--- src/rtl/gate_logic_unit.sv ---
// Pipelined two-operand bitwise logic unit with valid/ready handshake on both sides.
// A main result register plus a one-entry skid register keep full throughput under backpressure.
module gate_logic_unit #(
  parameter int WIDTH   = 8,
  parameter int COUNT_W = 16
) (
  input  logic               clk,
  input  logic               rst,
  input  logic               in_valid,
  output logic               in_ready,
  input  logic [WIDTH-1:0]   a,
  input  logic [WIDTH-1:0]   b,
  input  logic [2:0]         op,
  output logic               out_valid,
  input  logic               out_ready,
  output logic [WIDTH-1:0]   y,
  output logic               y_all,
  output logic               y_any,
  output logic [COUNT_W-1:0] txn_count
);

  function automatic logic [WIDTH-1:0] logic_op(
    input logic [2:0]       sel,
    input logic [WIDTH-1:0] x,
    input logic [WIDTH-1:0] z
  );
    logic [WIDTH-1:0] r;
    case (sel)
      3'b000:  r = x & z;
      3'b001:  r = x | z;
      3'b010:  r = x ^ z;
      3'b011:  r = ~(x & z);
      3'b100:  r = ~(x | z);
      3'b101:  r = ~(x ^ z);
      3'b110:  r = x;
      3'b111:  r = ~x;
      default: r = {WIDTH{1'b0}};
    endcase
    return r;
  endfunction

  logic [WIDTH-1:0]   m_data_q, m_data_d;
  logic               m_valid_q, m_valid_d;
  logic [WIDTH-1:0]   s_data_q, s_data_d;
  logic               s_valid_q, s_valid_d;
  logic [COUNT_W-1:0] cnt_q, cnt_d;

  logic             accept_s;
  logic             pop_s;
  logic [WIDTH-1:0] result_s;

  assign in_ready = ~s_valid_q;
  assign accept_s = in_valid & ~s_valid_q;
  assign pop_s    = m_valid_q & out_ready;
  assign result_s = logic_op(op, a, b);

  // Accept is impossible while the skid holds data, so a skid refill never races a new result.
  always_comb begin
    m_data_d  = m_data_q;
    m_valid_d = m_valid_q;
    s_data_d  = s_data_q;
    s_valid_d = s_valid_q;
    if (pop_s && s_valid_q) begin
      m_data_d  = s_data_q;
      m_valid_d = 1'b1;
      s_valid_d = 1'b0;
    end else if (accept_s && (!m_valid_q || pop_s)) begin
      m_data_d  = result_s;
      m_valid_d = 1'b1;
    end else if (accept_s) begin
      s_data_d  = result_s;
      s_valid_d = 1'b1;
    end else if (pop_s) begin
      m_valid_d = 1'b0;
    end else begin
      m_valid_d = m_valid_q;
    end
  end

  always_comb begin
    if (pop_s) begin
      cnt_d = cnt_q + COUNT_W'(1);
    end else begin
      cnt_d = cnt_q;
    end
  end

  always_ff @(posedge clk or posedge rst) begin
    if (rst) begin
      m_data_q  <= {WIDTH{1'b0}};
      m_valid_q <= 1'b0;
      s_data_q  <= {WIDTH{1'b0}};
      s_valid_q <= 1'b0;
      cnt_q     <= {COUNT_W{1'b0}};
    end else begin
      m_data_q  <= m_data_d;
      m_valid_q <= m_valid_d;
      s_data_q  <= s_data_d;
      s_valid_q <= s_valid_d;
      cnt_q     <= cnt_d;
    end
  end

  assign out_valid = m_valid_q;
  assign y         = m_data_q;
  assign y_all     = &m_data_q;
  assign y_any     = |m_data_q;
  assign txn_count = cnt_q;

endmodule

--- config.mk ---
export PLATFORM = sky130hd
export DESIGN_NAME = gate_logic_unit
export DESIGN_NICKNAME = d
export VERILOG_FILES = /design/src/rtl/gate_logic_unit.sv
export SDC_FILE = /design/constraint.sdc
export NUM_CORES = 1
export LEC_CHECK = 0
export CAP_MARGIN = 20
export CORE_UTILIZATION = 47
export CTS_CLUSTER_SIZE = 14
export DETAILED_ROUTE_END_ITERATION = 16
export HOLD_SLACK_MARGIN = 0.08
export PLACE_DENSITY = 0.82
export SETUP_SLACK_MARGIN = 0.05
export SLEW_MARGIN = 30
export SYNTH_ARGS = -nofsm -noshare
export SYNTH_HDL_FRONTEND = slang
export SYNTH_SLANG_ARGS = --single-unit
--- constraint.sdc ---
create_clock -name clk -period 1.3 [get_ports clk]
set_input_delay 0.39 -clock clk [delete_from_list [all_inputs] [get_ports clk]]
set_output_delay 0.39 -clock clk [all_outputs]
set_load 0.01 [all_outputs]
### Yosys cells after proc, flatten, opt, wreduce, memory -nomap -nowiden

Index checks and enable logic that the tools add are counted.

| cells by class | value |
|---|---|
| reductions and logical operators | 13 |
| bitwise logic cells | 12 |
| equality and inequality tests | 9 |
| multiplexer cells | 10 |
| $add $sub $neg | 1 |

Operator list:

| operator | count |
|---|---|
| $pmux W8 S8 | 1 |
| $not A8 Y8 | 4 |
| $add A16 B1 Y16 const B | 1 |
| $mux W8 | 2 |
| $eq A3 B3 Y1 const B | 4 |
| $and A8 B8 Y8 | 1 |
| $or A8 B8 Y8 | 1 |
| $reduce_and A8 Y1 | 1 |
| $reduce_or A8 Y1 | 1 |
| $xor A8 B8 Y8 | 1 |
| $mux W1 | 7 |
| $eq A3 B2 Y1 const B | 2 |
| $reduce_and A2 Y1 | 2 |
| $reduce_bool A2 Y1 | 2 |
| $eq A3 B1 Y1 const B | 1 |
| $logic_not A3 Y1 | 1 |
| $ne A3 B1 Y1 const B | 1 |
| $not A1 Y1 | 3 |
| $reduce_and A3 Y1 | 1 |
| $reduce_bool A3 Y1 | 1 |
| $and A1 B1 Y1 | 2 |
| $logic_and A1 B1 Y1 | 2 |
| $ne A2 B2 Y1 const B | 1 |
| $logic_not A1 Y1 | 1 |
| $logic_or A1 B1 Y1 | 1 |

| word-level totals | value |
|---|---|
| input port bits | 23 |
| logic and storage cells | 50 |
| register bits | 34 |

### Longest topological paths before layout

| logic depth | value |
|---|---|
| depth after elaboration | 5 |
| gate-level depth with buffers | 6 |
| mapped depth without buffers | 6 |

### Least setup slack after synthesis

No wires, ideal clock.

| timing | value |
|---|---|
| path kind | input -> register |
| start point | in a[5] |
| end point | reg m_data_q[5], in the netlist y[5] |
| setup time | 0.086 ns |
| data arrival time | 1.521 ns |
| cell stages on the path | 6 |
| path slack | -0.307 ns |
| path through | inv_1 > ha_1 > or2b_1 > a32o_1 > a211o_1 > o221ai_2 |

| between the ends | value |
|---|---|
| cells in the longest elaborated chain, start to end | 5 |
| elaborated cells between the ends (all ways) | 10 |

RTL lines:

| element | RTL line | source |
|---|---|---|
| start: declaration | 11 | `input logic [WIDTH-1:0] a,` |
| $xor A8 B8 Y8, or another cell as far along | 31, 34 |  |
| $not A8 Y8 (on tied branches) | 34, 32, 33 |  |
| $pmux W8 S8 (*) | 28 | `case (sel)` |
| $mux W8 (*) | 67 | `end else if (accept_s && (!m_valid_q \|\| pop_s)) begin` |
| $mux W8 (*) | 63 | `if (pop_s && s_valid_q) begin` |
| end signal: assignment | 90 | `m_data_q <= {WIDTH{1'b0}};` |
| end signal: assignment | 96 | `m_data_q <= m_data_d;` |
| end: declaration | 42 | `logic [WIDTH-1:0] m_data_q, m_data_d;` |

Every way passes the cells marked *; elsewhere a longest branch is shown, timed or not. The select of a mux whose other input is x is not followed.
A chain may end at the register's enable or synchronous reset.

### Final worst setup path

| timing | value |
|---|---|
| start point | reg m_data_q[4], in the netlist y[4] |
| end point | out y_all |

| between the ends | value |
|---|---|
| cells in the longest elaborated chain, start to end | 1 |

RTL lines:

| element | RTL line | source |
|---|---|---|
| $reduce_and A8 Y1 | 106 | `assign y_all = &m_data_q;` |
| end: declaration | 17 | `output logic y_all,` |

No other way between the ends.

==> results.md <==
- The run finished, with violations left.
- The final reports fail on setup timing.
- Counting I/O delays and the setup requirement, the final critical path takes 1670 ps.
- Setup violations remaining at the end of the flow were counted as 25.
- The minimum setup slack in the final design is -373 ps.
- The tree is rooted in a clkbuf_8.
- The number of design-rule violations left by the first detailed-router iteration is 150.
- The aggregate routed wire length is 9.19 mm.
- A synthesized cell averages 9.02 µm².
- Cells with a size suffix above 1 make up 58.4% of the layout.
- For this design the top-level I/O count stands at 51.
- The starting density of the core is 48.7%.
- The min-delay analysis places its worst path in the category in2async.
- The first global-routing pass estimated 10.6 mm of wire.
- The worst-case vdd ir drop is 0.836 mV.
- The synthesis-stage register bit count is 34.
- The floorplan step set the die height to 74.5 µm.
- The top fanout value on the critical path is 2.
- For the final database, setup skew stands at 10.5 ps.
- Including well taps, the total number of placed cells is 442.
- After floorplanning, the core was divided into 26 placement rows.
- The endpoint class of the critical path is an output port.
- The later pin in the worst-skew pair is clocked with a latency of 300 ps.
- The net count reported at finish is 455.
- Per report_power, the combinational group accounts for 61.6% of the total.
- Clock tree synthesis found a total of 34 sinks.
- The number of warning messages in the yosys log is 0.
- Global routing used 25.1% of the available tracks.
- The final standard cell count with taps included and fillers excluded is 486.
- The number of detailed-routing iterations run before antenna repair is 4.
- The analysis attributes to cell leakage a power of 0.00205 µW.
- The share of power burned in registers is 26.1%.
- At the pin with the least slew margin, the transition time is 499 ps.
- The switching power as a share of total power is 39.6%.
- met2 is the most crowded layer.
- Timing would allow up to 598 MHz.
- The H-tree was split into 2 levels.
- The cell at the slowest stage of the critical path is dfrtp_1.
- For this run, the slowest stage of the critical path takes 400 ps.
- The share of synthesized area occupied by flip-flops and latches is 34.4%.
- The category of the critical setup timing path is reg2out.
- The full die area is 0.00555 mm².
- The clock tree from TritonCTS is done.
- The number of standard cells after synthesis is 274.
- The congestion estimate from routability-driven global placement came to 0.785.
- The fraction of post-synthesis cell area in the top cell type by area is 34.4%.
- Using the TritonRoute via totals, the vias-per-cell ratio works out to 5.77.
- Once detail routing completed, the nets flagged for antenna violations numbered 0.
- For met1 alone, demand over resource in global routing was 29.5%.
- Internal power comes to 4090 µW.
- The dominant cell type by area after synthesis is dfrtp_1.
- The number of global-route vias before repair is 2,364.
- The number of violations of the max-capacitance limit is 0.
- The clock-pin transition on the worst setup and hold timing paths is 80 ps.
- The worst-case headroom to the max-slew limit is 66.5%.
- 0 antenna diodes ended up in the layout.
- The width of the die is 74.5 µm.
- The cell family with the largest share of critical-path delay is flip-flops.
- At the worst endpoint, the arrival time is 1280 ps.
- For this run the aggregate overflow at the end of global routing stands at 0.
- After detailed routing, the average wire length per cell comes to 18.9 µm.
- The total of buffers placed on input and output ports is 50.
- Setup repair after global routing could not meet its margin everywhere.
- For this run, global-route usage on met2 was measured as 46.6%.
- By area the synthesized netlist is led by dfrtp_1 (34%), ha_1 (8.6%), xnor2_1 (6.7%).
- Counting both buffers and inverters, the worst setup path holds a total of 2.
- The total core area is 0.00507 mm².
- The switching power of the nets is 2680 µW.
- The worst setup path is launched from a flip-flop.
- The post-placement setup slack is -1060 ps.
- The hold buffer count at cts is 0.
- Fill cells in the final layout number 246.
- Counting every net in the synthesized netlist gives 314.
- The part of the total power dissipated in the clock network is 12.2%.
- The count of different cell masters after synthesis is 43.
- The cell area after synthesis is 0.00247 mm².
- The initial antenna violation count is 0.
- Counting along the longest clock path gives a buffer depth of 2.
- Relative to the synthesized area, the layout overhead comes to 80.4%.
- At the worst endpoint, the required time is 910 ps.
- The number of max-slew violations in the final report is 0.
- The maximum number of pins on one net before global-route repair is 35.
- The final number of hold-violating endpoints is 0.
- For this design the ratio of total power to cell area is 1520 mW/mm².
- For this run, design rule violations remaining after detail routing come to 0.
- The CTS buffer count is 5.
- The critical path goes through buf_6 -> nand4_1 -> nor2_1 -> buf_2.
- The fraction of the cycle the final worst path needs is 129%.
- The post-detailed-placement half-perimeter wirelength is 4.71 mm.
- The final route contains 2,803 vias.
- For this run, global-route usage on met3 was measured as 3.66%.
==> state kept, by name, indices dropped and copies added, names as in the netlist <==
register / flops
s_valid_q: 1
s_data_q: 8
y: 8
txn_count: 16
out_valid: 1
==> layer usage <==
layer / wire length [µm] / up-vias
li1: - / 1260
met1: 3410 / 1357
met2: 4770 / 141
met3: 539 / 45
met4: 475 / 0
met5: 0 / -
==> worst reg2reg max path, cell delays in order (launching register included) <==
cell     delay, ps
dfrtp_1        410
buf_6          140
buf_6          110
buf_6          110
a22o_1         210
a22oi_2        190
o31ai_4        120
==> final cells by class <==
type | instances | area, µm² | share of cell area, %
timing repair buffer | 147 | 1340 | 30.1
inverter | 23 | 156 | 3.51
tap | 70 | 87.6 | 1.96
clock buffer | 8 | 90.1 | 2.02
multi-input combinational | 204 | 1930 | 43.3
sequential | 34 | 856 | 19.2
==> Yosys cell counts (all sizes together) <==
cell and instances:
and3 3, buf 10, inv 22, nand4 6, a32oi 5, and2b 2, and2 2, clkbuf 3
nand4bb 2, nor2b 6, or3b 2, nor2 7, or2b 2, mux2 2, a311o 1, nor3 1
o221ai 5, clkinv 1, or3 2, a22oi 11, a2111oi 2, xnor2 19, ha 17, o21ai 10
a211o 2, o211ai 4, nor4 4, and4 1, a22o 4, o2bb2ai 2, nand3 20, a32o 2
dfrtp 34, o31ai 2, nand2 26, nand2b 24, a21oi 1, xor2 4, o22ai 1
==> layout by cell type, fill, tap and decap left out, types with 3 or more instances in the layout <==
cell	synthesis	layout
nand4_1	6	6
a22o_1	4	4
inv_1	22	4
inv_4	0	3
dfrtp_1	34	30
nand2b_4	0	4
o21ai_0	3	3
nand2b_1	24	20
xor2_1	4	4
a32oi_1	5	3
buf_2	7	22
buf_4	0	56
a22oi_1	11	4
ha_1	17	6
ha_4	0	10
nand3_1	20	15
buf_6	3	56
nand2_1	26	22
nand2_4	0	3
o21ai_1	7	4
nor4_2	0	3
nor2b_1	6	4
nor2_1	7	3
clkbuf_8	0	6
a22oi_2	0	7
buf_8	0	5
inv_2	0	9
o221ai_2	2	5
nand3_2	0	4
dfrtp_2	0	4
inv_12	0	3
xnor2_1	19	18
==> cell families (layout without fill, tap and decap cells) <==
group                      after synthesis  in the layout  share of synthesized area, %
adders and majority gates               17             17                          8.60
xor gates and xnor gates                23             23                          8.15
buffers and inverters                   36            178                          6.73
DFF                                     34             34                          34.4
AOI/OAI and AO/OA                       52             52                          16.9
muxes                                    2              2                         0.911
and+or+nand+nor                        110            110                          24.3
==> through the flow <==
step	instance area, µm²	hold WS [ps]	utilization, %	total power, µW	TNS (ps)
final	4460	444	87.9	6770	-2480
after global routing	4460	494	87.9	7050	-3450
after CTS	3960	442	78.1	5560	-1240
after detailed placement	3670	470	72.3	4330	-20710
after global placement	3670	462	72.3	4230	-19590
after floorplan	2730	449	-	2960	-1030
==> power by group through the flow <==
stage / registers, µW / logic [µW] / clock network (µW)
final: 1770 / 4170 / 829
after global routing: 1790 / 4390 / 867
after CTS: 1680 / 3070 / 817
after detailed placement: 1700 / 2630 / 0
after global placement: 1680 / 2550 / 0
after floorplan: 1830 / 1140 / 0
==> path summary, 6_finish.rpt <==
path | endpoint | cells past startpoint | slack [ps] | start
max reg2reg | y[4]$_DFFE_PP0P_ | 6 | -120 | y[4]$_DFFE_PP0P_
min reg2reg | s_data_q[6]$_DFFE_PP0P_ | 2 | 520 | s_data_q[6]$_DFFE_PP0P_
min in group clk | s_data_q[6]$_DFFE_PP0P_ | 2 | 520 | s_data_q[6]$_DFFE_PP0P_
max in group asynchronous | txn_count[4]$_DFFE_PP0N_ | 3 | 660 | rst
max | y_all | 4 | -370 | y[4]$_DFFE_PP0P_
min | s_valid_q$_DFFE_PP0P_ | 3 | 440 | rst
==> repair_timing <==
| action | in CTS | in global routing |
|---|---|---|
| setup endpoints to repair | 58 | 41 |
| gates cloned | 0 | 3 |
| hold endpoints to repair | 0 | 0 |
| setup buffers | 15 | 22 |
| pin swaps | 41 | 53 |
| resized for setup | 266 | 84 |
Power figures use the tool's default switching activity.
